===== src/rtl/chip_emu_pkg.sv =====
// ============================================================================
// Module      : chip_emu_pkg
// Description : Shared types, constants and the per-gate fault function for
//               the 7404 hex-inverter emulator.
// Revision    : 1.0  initial release
// ============================================================================
`default_nettype none

package chip_emu_pkg;

    localparam int NUM_GATES = 6;

    typedef enum logic [1:0] {
        FM_NONE   = 2'd0,
        FM_STUCK0 = 2'd1,
        FM_STUCK1 = 2'd2,
        FM_BUFFER = 2'd3
    } fault_mode_t;

    typedef enum logic [1:0] {
        Off     = 2'd0,
        PowerUp = 2'd1,
        Active  = 2'd2
    } emu_state_t;

    function automatic logic apply_fault(input fault_mode_t mode, input logic a);
        case (mode)
            FM_STUCK0: return 1'b0;
            FM_STUCK1: return 1'b1;
            FM_BUFFER: return a;
            default:   return ~a;
        endcase
    endfunction

endpackage

`default_nettype wire


===== src/rtl/emu_delay_line.sv =====
// ============================================================================
// Module      : emu_delay_line
// Description : WIDTH-bit shift register of DEPTH stages with synchronous flush.
// Revision    : 1.0  initial release
// ============================================================================
`default_nettype none

module emu_delay_line #(
    parameter int WIDTH = 6,
    parameter int DEPTH = 2
) (
    input  logic             clk,
    input  logic             rst,
    input  logic             flush,
    input  logic [WIDTH-1:0] din,
    output logic [WIDTH-1:0] dout
);

    logic [WIDTH-1:0] r_stage [DEPTH];

    always_ff @(posedge clk) begin
        if (rst || flush) begin
            for (int i = 0; i < DEPTH; i++) begin
                r_stage[i] <= '0;
            end
        end else begin
            r_stage[0] <= din;
            for (int i = 1; i < DEPTH; i++) begin
                r_stage[i] <= r_stage[i-1];
            end
        end
    end

    assign dout = r_stage[DEPTH-1];

endmodule

`default_nettype wire


===== src/rtl/chip_7404_emulator.sv =====
// ============================================================================
// Module      : chip_7404_emulator
// Description : Clocked 7404 hex-inverter model with power-up sequencing and
//               per-gate fault injection. Edge counter built only when
//               CHIP_EMU_EDGE_COUNT_EN is defined.
// Revision    : 1.0  initial release
// ============================================================================
`default_nettype none

module chip_7404_emulator
    import chip_emu_pkg::*;
#(
    parameter int DELAY_CYCLES = 2,
    parameter int PWRUP_CYCLES = 4
) (
    input  logic        Clk,
    input  logic        Reset,
    input  logic        Enable,
    input  logic        Pin1,
    input  logic        Pin3,
    input  logic        Pin5,
    input  logic        Pin9,
    input  logic        Pin11,
    input  logic        Pin13,
    output logic        Pin2,
    output logic        Pin4,
    output logic        Pin6,
    output logic        Pin8,
    output logic        Pin10,
    output logic        Pin12,
    input  logic [2:0]  Fault_Sel,
    input  logic [1:0]  Fault_Mode,
    input  logic        Fault_Load,
    output logic        Live,
    output logic [15:0] Edge_Count
);

    localparam logic [7:0] C_PWR_LAST = 8'(PWRUP_CYCLES - 1);

    logic [NUM_GATES-1:0] w_a;
    logic [NUM_GATES-1:0] w_last;
    logic [NUM_GATES-1:0] w_y;
    logic                 w_flush;
    emu_state_t           r_state;
    logic                 r_live;
    logic [7:0]           r_pwr_cnt;
    fault_mode_t          r_fault [NUM_GATES];

    assign w_a     = {Pin13, Pin11, Pin9, Pin5, Pin3, Pin1};
    assign w_flush = (r_state != Active);

    emu_delay_line #(
        .WIDTH (NUM_GATES),
        .DEPTH (DELAY_CYCLES)
    ) u_delay (
        .clk   (Clk),
        .rst   (Reset),
        .flush (w_flush),
        .din   (w_a),
        .dout  (w_last)
    );

    always_ff @(posedge Clk) begin
        if (Reset) begin
            r_state   <= Off;
            r_live    <= 1'b0;
            r_pwr_cnt <= '0;
        end else begin
            case (r_state)
                Off: begin
                    if (Enable) begin
                        r_state   <= PowerUp;
                        r_pwr_cnt <= '0;
                    end
                end
                PowerUp: begin
                    if (!Enable) begin
                        r_state <= Off;
                    end else if (r_pwr_cnt == C_PWR_LAST) begin
                        r_state <= Active;
                        r_live  <= 1'b1;
                    end else begin
                        r_pwr_cnt <= r_pwr_cnt + 8'd1;
                    end
                end
                Active: begin
                    if (!Enable) begin
                        r_state <= Off;
                        r_live  <= 1'b0;
                    end
                end
                default: begin
                    r_state <= Off;
                    r_live  <= 1'b0;
                end
            endcase
        end
    end

    // Out-of-range selects are dropped silently.
    always_ff @(posedge Clk) begin
        if (Reset) begin
            for (int i = 0; i < NUM_GATES; i++) begin
                r_fault[i] <= FM_NONE;
            end
        end else if (Fault_Load && (Fault_Sel < 3'(NUM_GATES))) begin
            r_fault[Fault_Sel] <= fault_mode_t'(Fault_Mode);
        end
    end

    // The last delay stage is the output register; faults act on it directly.
    for (genvar g = 0; g < NUM_GATES; g++) begin : g_gate
        assign w_y[g] = r_live ? apply_fault(r_fault[g], w_last[g]) : 1'b0;
    end

    assign Pin2  = w_y[0];
    assign Pin4  = w_y[1];
    assign Pin6  = w_y[2];
    assign Pin8  = w_y[3];
    assign Pin10 = w_y[4];
    assign Pin12 = w_y[5];
    assign Live  = r_live;

`ifdef CHIP_EMU_EDGE_COUNT_EN
    logic [NUM_GATES-1:0] r_prev;
    logic [15:0]          r_edge_cnt;

    always_ff @(posedge Clk) begin
        if (Reset) begin
            r_prev     <= '0;
            r_edge_cnt <= '0;
        end else begin
            r_prev <= w_a;
            if ((r_state == Off) && Enable) begin
                r_edge_cnt <= '0;
            end else if ((r_state == Active) && (w_a != r_prev) && (r_edge_cnt != 16'hFFFF)) begin
                r_edge_cnt <= r_edge_cnt + 16'd1;
            end
        end
    end

    assign Edge_Count = r_edge_cnt;
`else
    assign Edge_Count = 16'h0000;
`endif

endmodule

`default_nettype wire


===== config.mk =====
export PLATFORM = sky130hd
export DESIGN_NAME = chip_7404_emulator
export DESIGN_NICKNAME = d
export VERILOG_FILES = /design/src/rtl/chip_emu_pkg.sv /design/src/rtl/emu_delay_line.sv /design/src/rtl/chip_7404_emulator.sv
export SDC_FILE = /design/constraint.sdc
export NUM_CORES = 1
export LEC_CHECK = 0
export ABC_AREA = 0
export BUFFER_PORTS_ARGS = -buffer_cell sky130_fd_sc_hd__buf_2
export CAP_MARGIN = 20
export CELL_PAD_IN_SITES_DETAIL_PLACEMENT = 0
export CELL_PAD_IN_SITES_GLOBAL_PLACEMENT = 2
export CORE_MARGIN = 5
export CORE_UTILIZATION = 30
export CTS_BUF_LIST = sky130_fd_sc_hd__clkbuf_4
export CTS_CLUSTER_SIZE = 25
export DETAILED_ROUTE_END_ITERATION = 10
export GPL_ROUTABILITY_DRIVEN = 0
export PLACE_DENSITY_LB_ADDON = 0.3
export RECOVER_POWER = 25
export SLEW_MARGIN = 20
export SYNTH_ARGS = -nofsm -noshare
export SYNTH_HDL_FRONTEND = slang
export SYNTH_SLANG_ARGS = --single-unit

===== constraint.sdc =====
create_clock -name Clk -period 1.6 [get_ports Clk]
set_input_delay 0.16 -clock Clk [delete_from_list [all_inputs] [get_ports Clk]]
set_output_delay 0.16 -clock Clk [all_outputs]
set_load 0.05 [all_outputs]

==> results of run 1 <==
==> sequential cells by signal, summed over array words and instances, names as in the netlist <==
| signal | cells |
|---|---|
| r_state | 2 |
| Live | 1 |
| r_fault | 12 |
| r_pwr_cnt | 8 |
| u_delay.r_stage | 12 |
==> what timing repair did <==
| action | in CTS | in global routing |
|---|---|---|
| resized for setup | 1 | 2 |
| setup endpoints to repair | 2 | 3 |
| endpoints found under the hold margin | 1 | 0 |
| buffers inserted | 2 | 0 |
| hold buffers | 1 | 0 |
| pin swaps | 1 | 0 |
==> cells in the final DEF (no fill, tap or decap), types with 2 or more instances in the layout <==
| cell | netlist | routed |
|---|---|---|
| nand2b_1 | 5 | 5 |
| clkbuf_4 | 0 | 6 |
| conb_1 | 1 | 16 |
| nor3_1 | 2 | 2 |
| nand3b_1 | 2 | 2 |
| o21ai_0 | 10 | 10 |
| nor2_1 | 9 | 9 |
| a21o_1 | 3 | 3 |
| dfxtp_1 | 23 | 21 |
| a31o_2 | 3 | 3 |
| buf_2 | 0 | 19 |
| inv_1 | 4 | 4 |
| edfxtp_1 | 12 | 12 |
| nor2b_1 | 5 | 5 |
| nand4_1 | 2 | 2 |
| nand2_1 | 13 | 13 |
| and2_1 | 18 | 18 |
| mux2i_1 | 3 | 3 |
| and3b_1 | 2 | 2 |
| or3b_2 | 2 | 2 |
| or3_1 | 5 | 5 |
| nor4_1 | 2 | 2 |
| clkbuf_1 | 6 | 2 |
| buf_4 | 16 | 5 |
| a21oi_1 | 8 | 7 |
==> area by class of cell <==
class	instances	share of cell area, %
flip-flops and latches	35	43.9
multi-input cells	124	39.4
repair buffers	27	7.99
well taps	72	4.79
clock buffers	6	2.40
inverters	4	0.799
clock inverters	2	0.666
==> through the flow <==
step           hold WS (ps)  power [mW]
2_1_floorplan           282        1.14
3_3_place_gp            366        1.14
3_5_place_dp            367        1.15
4_1_cts                5.23        1.64
5_1_grt                1.60        1.68
6_report               15.3        1.62
==> worst max path at each step <==
stage | cells after the start | endpoint | startpoint
floorplan | 4 | Live | r_pwr_cnt[1]
global placement | 4 | Live | r_pwr_cnt[1]
detailed placement | 4 | Live | r_pwr_cnt[0]
CTS | 4 | Live | r_pwr_cnt[1]
global route | 4 | Live | r_pwr_cnt[1]
finish | 4 | Live | r_pwr_cnt[1]
==> cell families after synthesis <==
group                    count (synthesis)  share of synthesized area (%)
other                                    1                          0.228
buffers and inverters                   26                           9.60
AO/OA/AOI/OAI                           29                           10.7
flip-flops                              35                           50.0
multiplexers                             3                           1.83
AND/OR/NAND/NOR                         75                           27.0
adder cells (fa/ha/maj)                  1                          0.761
==> cells in the mapped netlist (3+ instances only) <==
| cell | count | share of area (%) |
|---|---|---|
| o21ai_0 | 10 | 3.0 |
| nand2b_1 | 5 | 1.9 |
| clkbuf_1 | 6 | 1.4 |
| or3_1 | 5 | 1.9 |
| nand2_1 | 13 | 3.0 |
| and2_1 | 18 | 6.9 |
| a31o_2 | 3 | 1.6 |
| inv_1 | 4 | 0.91 |
| a21o_1 | 3 | 1.4 |
| buf_4 | 16 | 7.3 |
| nor2b_1 | 5 | 1.9 |
| edfxtp_1 | 12 | 22 |
| a21oi_1 | 8 | 2.4 |
| mux2i_1 | 3 | 1.8 |
| nor2_1 | 9 | 2.1 |
| dfxtp_1 | 23 | 28 |
==> where the power goes <==
part / internal (mW) / switching, mW
Sequential: 0.941 / 0.00631
Combinational: 0.0432 / 0.139
Clock: 0.187 / 0.308
==> per-layer routing <==
| layer | track usage (%) | vias to the layer above | part of all wire, % |
|---|---|---|---|
| met5 | 0 | - | 0 |
| met4 | 4.82 | 0 | 2.0 |
| met3 | 2.86 | 8 | 3.8 |
| met2 | 17.1 | 14 | 55 |
| met1 | 9.39 | 575 | 40 |
| li1 | - | 614 | - |
==> reports/qor.csv, run 1 <==
metric,value,unit
#FFs+latches synth,35,
Core Box Area,5410,sq um
IO buf count,21,
period utilization,99.3,%
Worst R2R Start,r_pwr_cnt[1],
RSZ-0062 raised after global routing,true,
Finished Layout Cells,270,
GRT overflow,0,
Worst Path Arrival,1870,ps
remaining antenna violation count,0,
critical path class,register to register,
leakage power,0.744,nW
Mapped Cells,170,
Post-synth EDFFs,12,
Die X,84,um
Ports,38,
Post-Route Setup TNS,0,ps
Pre-antenna DRT Iters,4,
H-Tree Depth,2,
hpwl dp,2.42,mm
register area,826,sq um
worst skew pair latency,340,ps
Max Cap Violations,0,
vias in the first global route,1161,
post-synthesis instance area,1640,sq um
r2r endpoint,Live,
predominant post-synthesis flop cell,dfxtp_1,
Hold Path Stages,2,
Post-DP Area,1790,sq um
ys async rst share,0,%
reg2reg path depth,4,
Root Buffer Master,clkbuf_4,
Worst-path clk slew,110,ps
Crit Path Max Fanout,4,
max-slew violation count,0,
DRC Markers,0,
sequential area share after synthesis,50.0,%
final setup margin,10.8,ps
Reg2Reg Setup Slack,10,ps
final core utilization,34.8,%
Unique masters post-synth,36,
dpl cells,259,
Rows,27,
final wirelength,3.21,mm
pwr dens,864,nW/um^2
CP max stage cell,or4b_4,
hold worst-path end,u_delay.r_stage[0][3],
CP Buf/Inv Count,0,
"delay-heaviest family, CP",simple AND/OR/NAND/NOR gates,
die area,7060,sq um
nets,213,
synth warn,0,
area of the multi-input gates,741,sq um
Setup WS pre-CTS,-19.9,ps
WP data required,1880,ps
share of cells above drive strength 1,21.7,%
Final setup viols,0,
via count,1211,
final hold violation count,0,
mean area per synthesized cell,9.66,sq um
CP peak stage delay,480,ps
# fillers,590,
largest net degree at the start of global routing,19,
status,finished clean,
Die Span Y,84,um
Sink Count,35,
Initial Util,30.4,%
CTS Buf Count,5,
Iteration-0 DRC Markers,45,
vias per cell,4.49,
Setup crit start kind,register,
clock tree buffer depth,2,
Worst Skew,7.52,ps
GRT Resource Usage Total,9.32,%
synth-to-layout area growth,14.4,%
CTS tree,done,
achievable clock frequency,0.629,GHz
Hold Startpoint,Pin9,
Max rail drop VDD,403,uV
drt wl/cell,11.9,um
nature of the critical path endpoint,register,
diodes inserted,0,
worst hold path class,input port to register,
initial antenna violation count,0,
final instance area,1880,sq um
CP Cell Sequence,ha_4 > or4b_4 > or4_4 > a21oi_2,
min Tclk post-route,1590,ps
first-pass GRT wire length,5.22,mm
No activity file was read; power rests on OpenSTA's default activity.
==> run 2: changes to the inputs <==
--- a/config.mk
+++ b/config.mk
@@ -11,7 +11,7 @@
 export CELL_PAD_IN_SITES_DETAIL_PLACEMENT = 0
 export CELL_PAD_IN_SITES_GLOBAL_PLACEMENT = 2
 export CORE_MARGIN = 5
-export CORE_UTILIZATION = 30
+export CORE_UTILIZATION = 36
 export CTS_BUF_LIST = sky130_fd_sc_hd__clkbuf_4
 export CTS_CLUSTER_SIZE = 25
 export DETAILED_ROUTE_END_ITERATION = 10
==> constraint.sdc (replaced) <==
create_clock -name Clk -period 1.9 [get_ports Clk]
set_input_delay 0.19 -clock Clk [delete_from_list [all_inputs] [get_ports Clk]]
set_output_delay 0.19 -clock Clk [all_outputs]
set_load 0.05 [all_outputs]
==> run 2 against run 1 <==
Flip-flop and latch count did not move. Clock skew about the same. Total power shrank 18%. Count of clock-buffer cells in the layout down 1. Clock power decreased by 22%. Critical path type unchanged.
==> reports/qor.csv, run 2 (same netlist as run 1, synthesis figures left out) <==
metric,value,unit,change
status,finished clean,,
remaining antenna violation count,0,,unchanged
IO buf count,21,,unchanged
CTS tree,done,,
diodes inserted,0,,unchanged
worst skew pair latency,330,ps,about the same
Core Box Area,4380,sq um,-19%
Worst Path Arrival,2050,ps,+180 ps
final wirelength,3.05,mm,-4.8%
Pre-antenna DRT Iters,4,,unchanged
Root Buffer Master,clkbuf_4,,
sw power,0.368,mW,-19%
CP peak stage delay,520,ps,+40 ps
via count,1210,,-0.083%
hold worst-path end,u_delay.r_stage[0][0],,
max_slew headroom,65.1,%,
final hold violation count,0,,unchanged
min Tclk post-route,1780,ps,+192 ps
Die X,77.6,um,-7.7%
achievable clock frequency,0.561,GHz,-11%
sw frac,27.5,%,-0.35 points
vias per cell,4.96,,+11%
Final setup viols,0,,unchanged
initial antenna violation count,0,,unchanged
Max rail drop VDD,365,uV,-9.3%
hpwl dp,2.30,mm,-5.1%
Die Span Y,77.6,um,-7.7%
pwr dens,749,nW/um^2,-13%
Worst-path clk slew,110,ps,about the same
synth-to-layout area growth,8.53,%,
final core utilization,40.7,%,+5.9 points
Levels on crit path,4,,unchanged
CP max stage cell,or4_1,,
Ports,38,,unchanged
DRC Markers,0,,unchanged
largest net degree at the start of global routing,19,,unchanged
GRT Resource Usage Total,10.4,%,+1.0 points
WP data required,2170,ps,+290 ps
"delay-heaviest family, CP",simple AND/OR/NAND/NOR gates,,
die area,6010,sq um,-15%
Clk network pwr share,29.0,%,-1.4 points
Comb pwr share,11.1,%,about the same
Hold Startpoint,Pin1,,
Worst Skew,7.82,ps,+0.302 ps
H-Tree Depth,2,,unchanged
nets,207,,-2.8%
Worst-Margin Slew,522,ps,
r2r endpoint,Live,,
Max Cap Violations,0,,unchanged
Worst R2R Start,r_pwr_cnt[1],,
# hold bufs at CTS,0,,-1
Initial Util,37.5,%,+7.1 points
Hold Path Stages,2,,unchanged
"commonest non-fill, non-tap cell in the layout",dfxtp_1,,
Largest regs,"r_fault (12), u_delay.r_stage (12), r_pwr_cnt (8)",,
sequential share of power,59.9,%,+1.6 points
Sink Count,35,,unchanged
Post-Route Setup TNS,0,ps,unchanged
Reg2Reg Setup Slack,120,ps,+110 ps
nature of the critical path endpoint,register,,
drt wl/cell,12.5,um,+5.3%
max-slew violation count,0,,unchanged
Rows,24,,-11%
period utilization,93.8,%,-5.6 points
# fillers,439,,-26%
first-pass GRT wire length,5.03,mm,-3.7%
Setup crit start kind,register,,
CTS Buf Count,5,,unchanged
GRT overflow,0,,unchanged
worst hold path class,input port to register,,
RSZ-0062 raised after global routing,false,,
critical path class,register to register,,
share of cells above drive strength 1,17.7,%,-4.0 points
most frequent cells in the layout,"dfxtp_1 (22), buf_2 (19), and2_1 (18), conb_1 (16), nand2_1 (13)",,
leakage power,0.709,nW,-4.8%
Pint,0.967,mW,-17%
Crit Path Max Fanout,4,,unchanged
reg2reg path depth,4,,unchanged
clock tree buffer depth,2,,unchanged
Iteration-0 DRC Markers,52,,+16%
vias in the first global route,1141,,-1.7%
CP Buf/Inv Count,0,,unchanged
CP Cell Sequence,ha_1 > or4b_4 > or4_1 > a21oi_1,,
run 2: changes by cell type in the layout (fill, tap and decap cells not counted):
cell / change
buf_4: -5
ha_1: +1
clkbuf_4: -1
or4_1: +1
a21oi_2: -1
a21oi_1: +1
or4_4: -1
clkinvlp_4: +1
dfxtp_1: +1
dlygate4sd3_1: -1
dfxtp_4: -1
ha_4: -1
run 2: per-stage QoR:
stage,hold slack [ps],worst slack (ps),power [mW],cell area (sq um),cells
3_5_place_dp,394,93.3,0.963,1730,236
2_1_floorplan,312,210,0.962,1700,185
3_3_place_gp,393,149,0.961,1730,236
5_1_grt,25.6,5.77,1.40,1780,244
4_1_cts,32.8,76.5,1.35,1780,244
6_report,46.9,119,1.33,1780,244
run 2: worst register-to-register path: cells and delay by family, from the launching register on:
family / cells / cell delay [ps]
flip-flops: 1 / 370
adder cells (fa/ha/maj): 1 / 220
AND/OR/NAND/NOR: 2 / 1020
AO/OA/AOI/OAI: 1 / 120
run 2: timing repair:
| item | CTS | global route |
|---|---|---|
| endpoints found under the setup margin | 0 | 1 |
| buffers inserted | 0 | 0 |
| endpoints found under the hold margin | 0 | 0 |
| resized for setup | 0 | 1 |
run 2: power groups by stage:
stage	Sequential (mW)	Combinational (mW)	Clock, mW
floorplan	0.815	0.147	0
global placement	0.817	0.144	0
detailed placement	0.817	0.146	0
CTS	0.800	0.147	0.402
global route	0.803	0.157	0.441
finish	0.800	0.148	0.387
run 2: per-layer routing:
metal	part of all wire (%)	track usage [%]
met4	2.4	5.84
met1	42	11.5
met2	48	17.1
met5	0	0
met3	7.0	3.70
run 2: cell type report:
class                           instances  area [sq um]  area share, %
Multi-Input combinational cell        124           721           40.4
Timing Repair Buffer                   21           103           5.75
Inverter                                4          15.0          0.842
Clock buffer                            5          37.5           2.11
Sequential cell                        35           822           46.1
Tap cell                               52          65.1           3.65
Clock inverter                          3          20.0           1.12
run 2: worst max-delay path by stage:
stage | to | start | slack [ps]
2_1_floorplan | Live | r_pwr_cnt[0] | 210
4_1_cts | Live | r_pwr_cnt[0] | 80
6_report | Live | r_pwr_cnt[1] | 120
3_3_place_gp | Live | r_pwr_cnt[0] | 150
5_1_grt | Live | r_pwr_cnt[1] | 6
3_5_place_dp | Live | r_pwr_cnt[0] | 90
==> run 3: changes to the inputs <==
--- a/config.mk
+++ b/config.mk
@@ -11,7 +11,7 @@
 export CELL_PAD_IN_SITES_DETAIL_PLACEMENT = 0
 export CELL_PAD_IN_SITES_GLOBAL_PLACEMENT = 2
 export CORE_MARGIN = 5
-export CORE_UTILIZATION = 36
+export CORE_UTILIZATION = 37
 export CTS_BUF_LIST = sky130_fd_sc_hd__clkbuf_4
 export CTS_CLUSTER_SIZE = 25
 export DETAILED_ROUTE_END_ITERATION = 10
@@ -21,4 +21,5 @@
 export SLEW_MARGIN = 20
 export SYNTH_ARGS = -nofsm -noshare
 export SYNTH_HDL_FRONTEND = slang
+export SYNTH_HIERARCHICAL = 1
 export SYNTH_SLANG_ARGS = --single-unit
==> run 3 against run 2 <==
Maximum frequency is 12% higher. Clock skew down 1.2 ps. Worst hold slack improved by 30 ps. Wire length grew 8.1%. Via count fell by 0.58%. Critical path type is now input port to register.
==> reports/qor.csv, run 3 <==
metric,value,unit,change
H-Tree Depth,2,,unchanged
max_slew headroom,10.3,%,-55 points
Sink Count,35,,unchanged
period utilization,83.6,%,-10 points
diodes inserted,0,,unchanged
via count,1203,,-0.58%
met2 WL,1.50,mm,+1.3%
die area,6140,sq um,+2.2%
status,finished clean,,
final wirelength,3.30,mm,+8.1%
initial antenna violation count,0,,unchanged
nets,205,,-0.97%
min Tclk post-route,1590,ps,-192 ps
# fillers,451,,+2.7%
synth-to-layout area growth,6.36,%,
"top cells by count, synth","dfxtp_1 (23), buf_4 (22), nand2_1 (14)",,
Die X,78.4,um,+1.1%
first-pass GRT wire length,5.40,mm,+7.4%
wire length on met3,180,um,-16%
max-slew violation count,0,,unchanged
WP data required,1980,ps,-190 ps
sequential area share after synthesis,47.4,%,-2.5 points
#FFs+latches synth,35,,unchanged
post-synthesis instance area,1730,sq um,+5.3%
Iteration-0 DRC Markers,49,,-5.8%
worst skew pair latency,340,ps,about the same
Clk network pwr share,35.8,%,+6.8 points
GRT overflow,0,,unchanged
Pint,1.10,mW,+13%
Unique masters post-synth,36,,unchanged
largest area contributor in the netlist,dfxtp_1,,
DRC Markers,0,,unchanged
# hold bufs at CTS,0,,unchanged
Pre-antenna DRT Iters,4,,unchanged
share of cells above drive strength 1,21.6,%,+3.9 points
hpwl dp,2.37,mm,+3.2%
largest net degree at the start of global routing,29,,+10
Comb pwr share,10.2,%,-0.9 points
RSZ-0062 raised after global routing,false,,
Post-Route Setup TNS,0,ps,unchanged
final hold violation count,0,,unchanged
Final setup viols,0,,unchanged
most frequent cells in the layout,"dfxtp_1 (23), buf_2 (20), conb_1 (16), nand2_1 (14), edfxtp_1 (12)",,
Worst Skew,6.63,ps,-1.19 ps
Largest regs,"r_fault (12), u_delay/r_stage (12), r_pwr_cnt (8)",,
vias per cell,4.97,,+0.24%
Rows,24,,unchanged
drt wl/cell,13.6,um,+9.0%
pwr dens,805,nW/um^2,+7.5%
CTS tree,done,,
CP endpoint,r_fault[5][1],,
clock tree buffer depth,2,,unchanged
achievable clock frequency,0.629,GHz,+12%
Critical path origin,Reset,,
Ports,38,,unchanged
sw frac,25.9,%,-1.6 points
Worst Path Arrival,1670,ps,-380 ps
GRT Resource Usage Total,11.2,%,+0.80 points
vias in the first global route,1164,,+2.0%
synth warn,6,,+6
Setup crit start kind,input port,,
IO buf count,21,,unchanged
Reg2Reg Setup Slack,320,ps,+200 ps
Max rail drop VDD,382,uV,+4.5%
Worst R2R Start,r_pwr_cnt[0],,
setup bufs post-CTS,0,,unchanged
Yosys top cell area share,26.6,%,-1.4 points
nature of the critical path endpoint,register,,
Initial Util,38.9,%,+1.5 points
Worst-path clk slew,110,ps,about the same
Root Buffer Master,clkbuf_4,,
leakage power,0.671,nW,-5.3%
critical path class,input port to register,,
sw power,0.384,mW,+4.3%
Core Box Area,4440,sq um,+1.4%
CTS Buf Count,5,,unchanged
cts repair resizes,0,,unchanged
reg2reg path depth,4,,unchanged
sequential share of power,54.0,%,-5.9 points
"commonest non-fill, non-tap cell in the layout",dfxtp_1,,
Max Cap Violations,0,,unchanged
Pwr Total,1.48,mW,+11%
ys async rst share,0,%,unchanged
remaining antenna violation count,0,,unchanged
most numerous cell in the Yosys netlist,dfxtp_1,,
r2r endpoint,r_pwr_cnt[1],,
Mapped Cells,172,,+1.2%
"top cells by area, synth","dfxtp_1 (27%), edfxtp_1 (21%), buf_4 (9.5%)",,
Post-synth EDFFs,12,,unchanged
mean area per synthesized cell,10.1,sq um,+4.1%
Die Span Y,78.4,um,+1.1%
worst hold path class,input port to register,,
predominant post-synthesis flop cell,dfxtp_1,,
Crit Path Max Fanout,28,,+24
Worst-Margin Slew,1350,ps,+824 ps
M1 wire length,1.58,mm,+23%
Top Metal Used,met4,,
==> run 3: worst max-delay path, cell delays in order <==
cell      delay (ps)
clkbuf_1         960
nor2b_1          150
nand2_1          270
a21oi_1           90
==> run 3: power groups by stage <==
| stage | logic (mW) | clock network (mW) | registers (mW) |
|---|---|---|---|
| after detailed placement | 0.150 | 0 | 0.818 |
| final | 0.151 | 0.530 | 0.800 |
| after floorplan | 0.148 | 0 | 0.815 |
| after global placement | 0.148 | 0 | 0.816 |
| after CTS | 0.150 | 0.547 | 0.801 |
| after global routing | 0.162 | 0.577 | 0.802 |
==> run 3: cells by family after synthesis <==
logic type	synth area share, %
compound gates	10.3
fa+ha+maj	0.723
buf+inv	12.4
flops	47.4
mux	1.16
other cells	0.217
simple gates	27.8
==> run 3: how the worst min path moves through the flow <==
stage,startpoint,endpoint,cells past startpoint
after floorplan,Reset,u_delay/r_stage[0][11],1
after global placement,Pin11,u_delay/r_stage[0][4],2
after detailed placement,Pin11,u_delay/r_stage[0][4],2
after CTS,Pin11,u_delay/r_stage[0][4],2
after global routing,Pin13,u_delay/r_stage[0][5],2
final,Pin13,u_delay/r_stage[0][5],2
==> run 3: layer usage <==
| layer | track usage (%) | up-vias |
|---|---|---|
| met2 | 18.1 | 31 |
| li1 | - | 607 |
| met4 | 4.72 | 0 |
| met3 | 2.86 | 4 |
| met5 | 0 | - |
| met1 | 14.2 | 561 |
==> run 3: area by class of cell <==
cell class | instances | area [sq um] | area share, %
inverters | 4 | 15.0 | 0.816
repair buffers | 22 | 111 | 6.05
multi-input cells | 121 | 752 | 40.9
well taps | 52 | 65.1 | 3.54
clock buffers | 5 | 37.5 | 2.04
flip-flops and latches | 35 | 821 | 44.6
clock inverters | 3 | 38.8 | 2.11
==> run 3: metrics by stage <==
stage	instance area, sq um	utilization, %	hold WS (ps)	setup slack (ps)	cells
global placement	1770	39.7	426	432	234
CTS	1840	41.4	64.0	308	242
detailed placement	1770	39.7	433	334	234
floorplan	1790	-	266	517	187
global route	1840	41.4	69.3	121	242
finish	1840	41.4	76.6	311	242
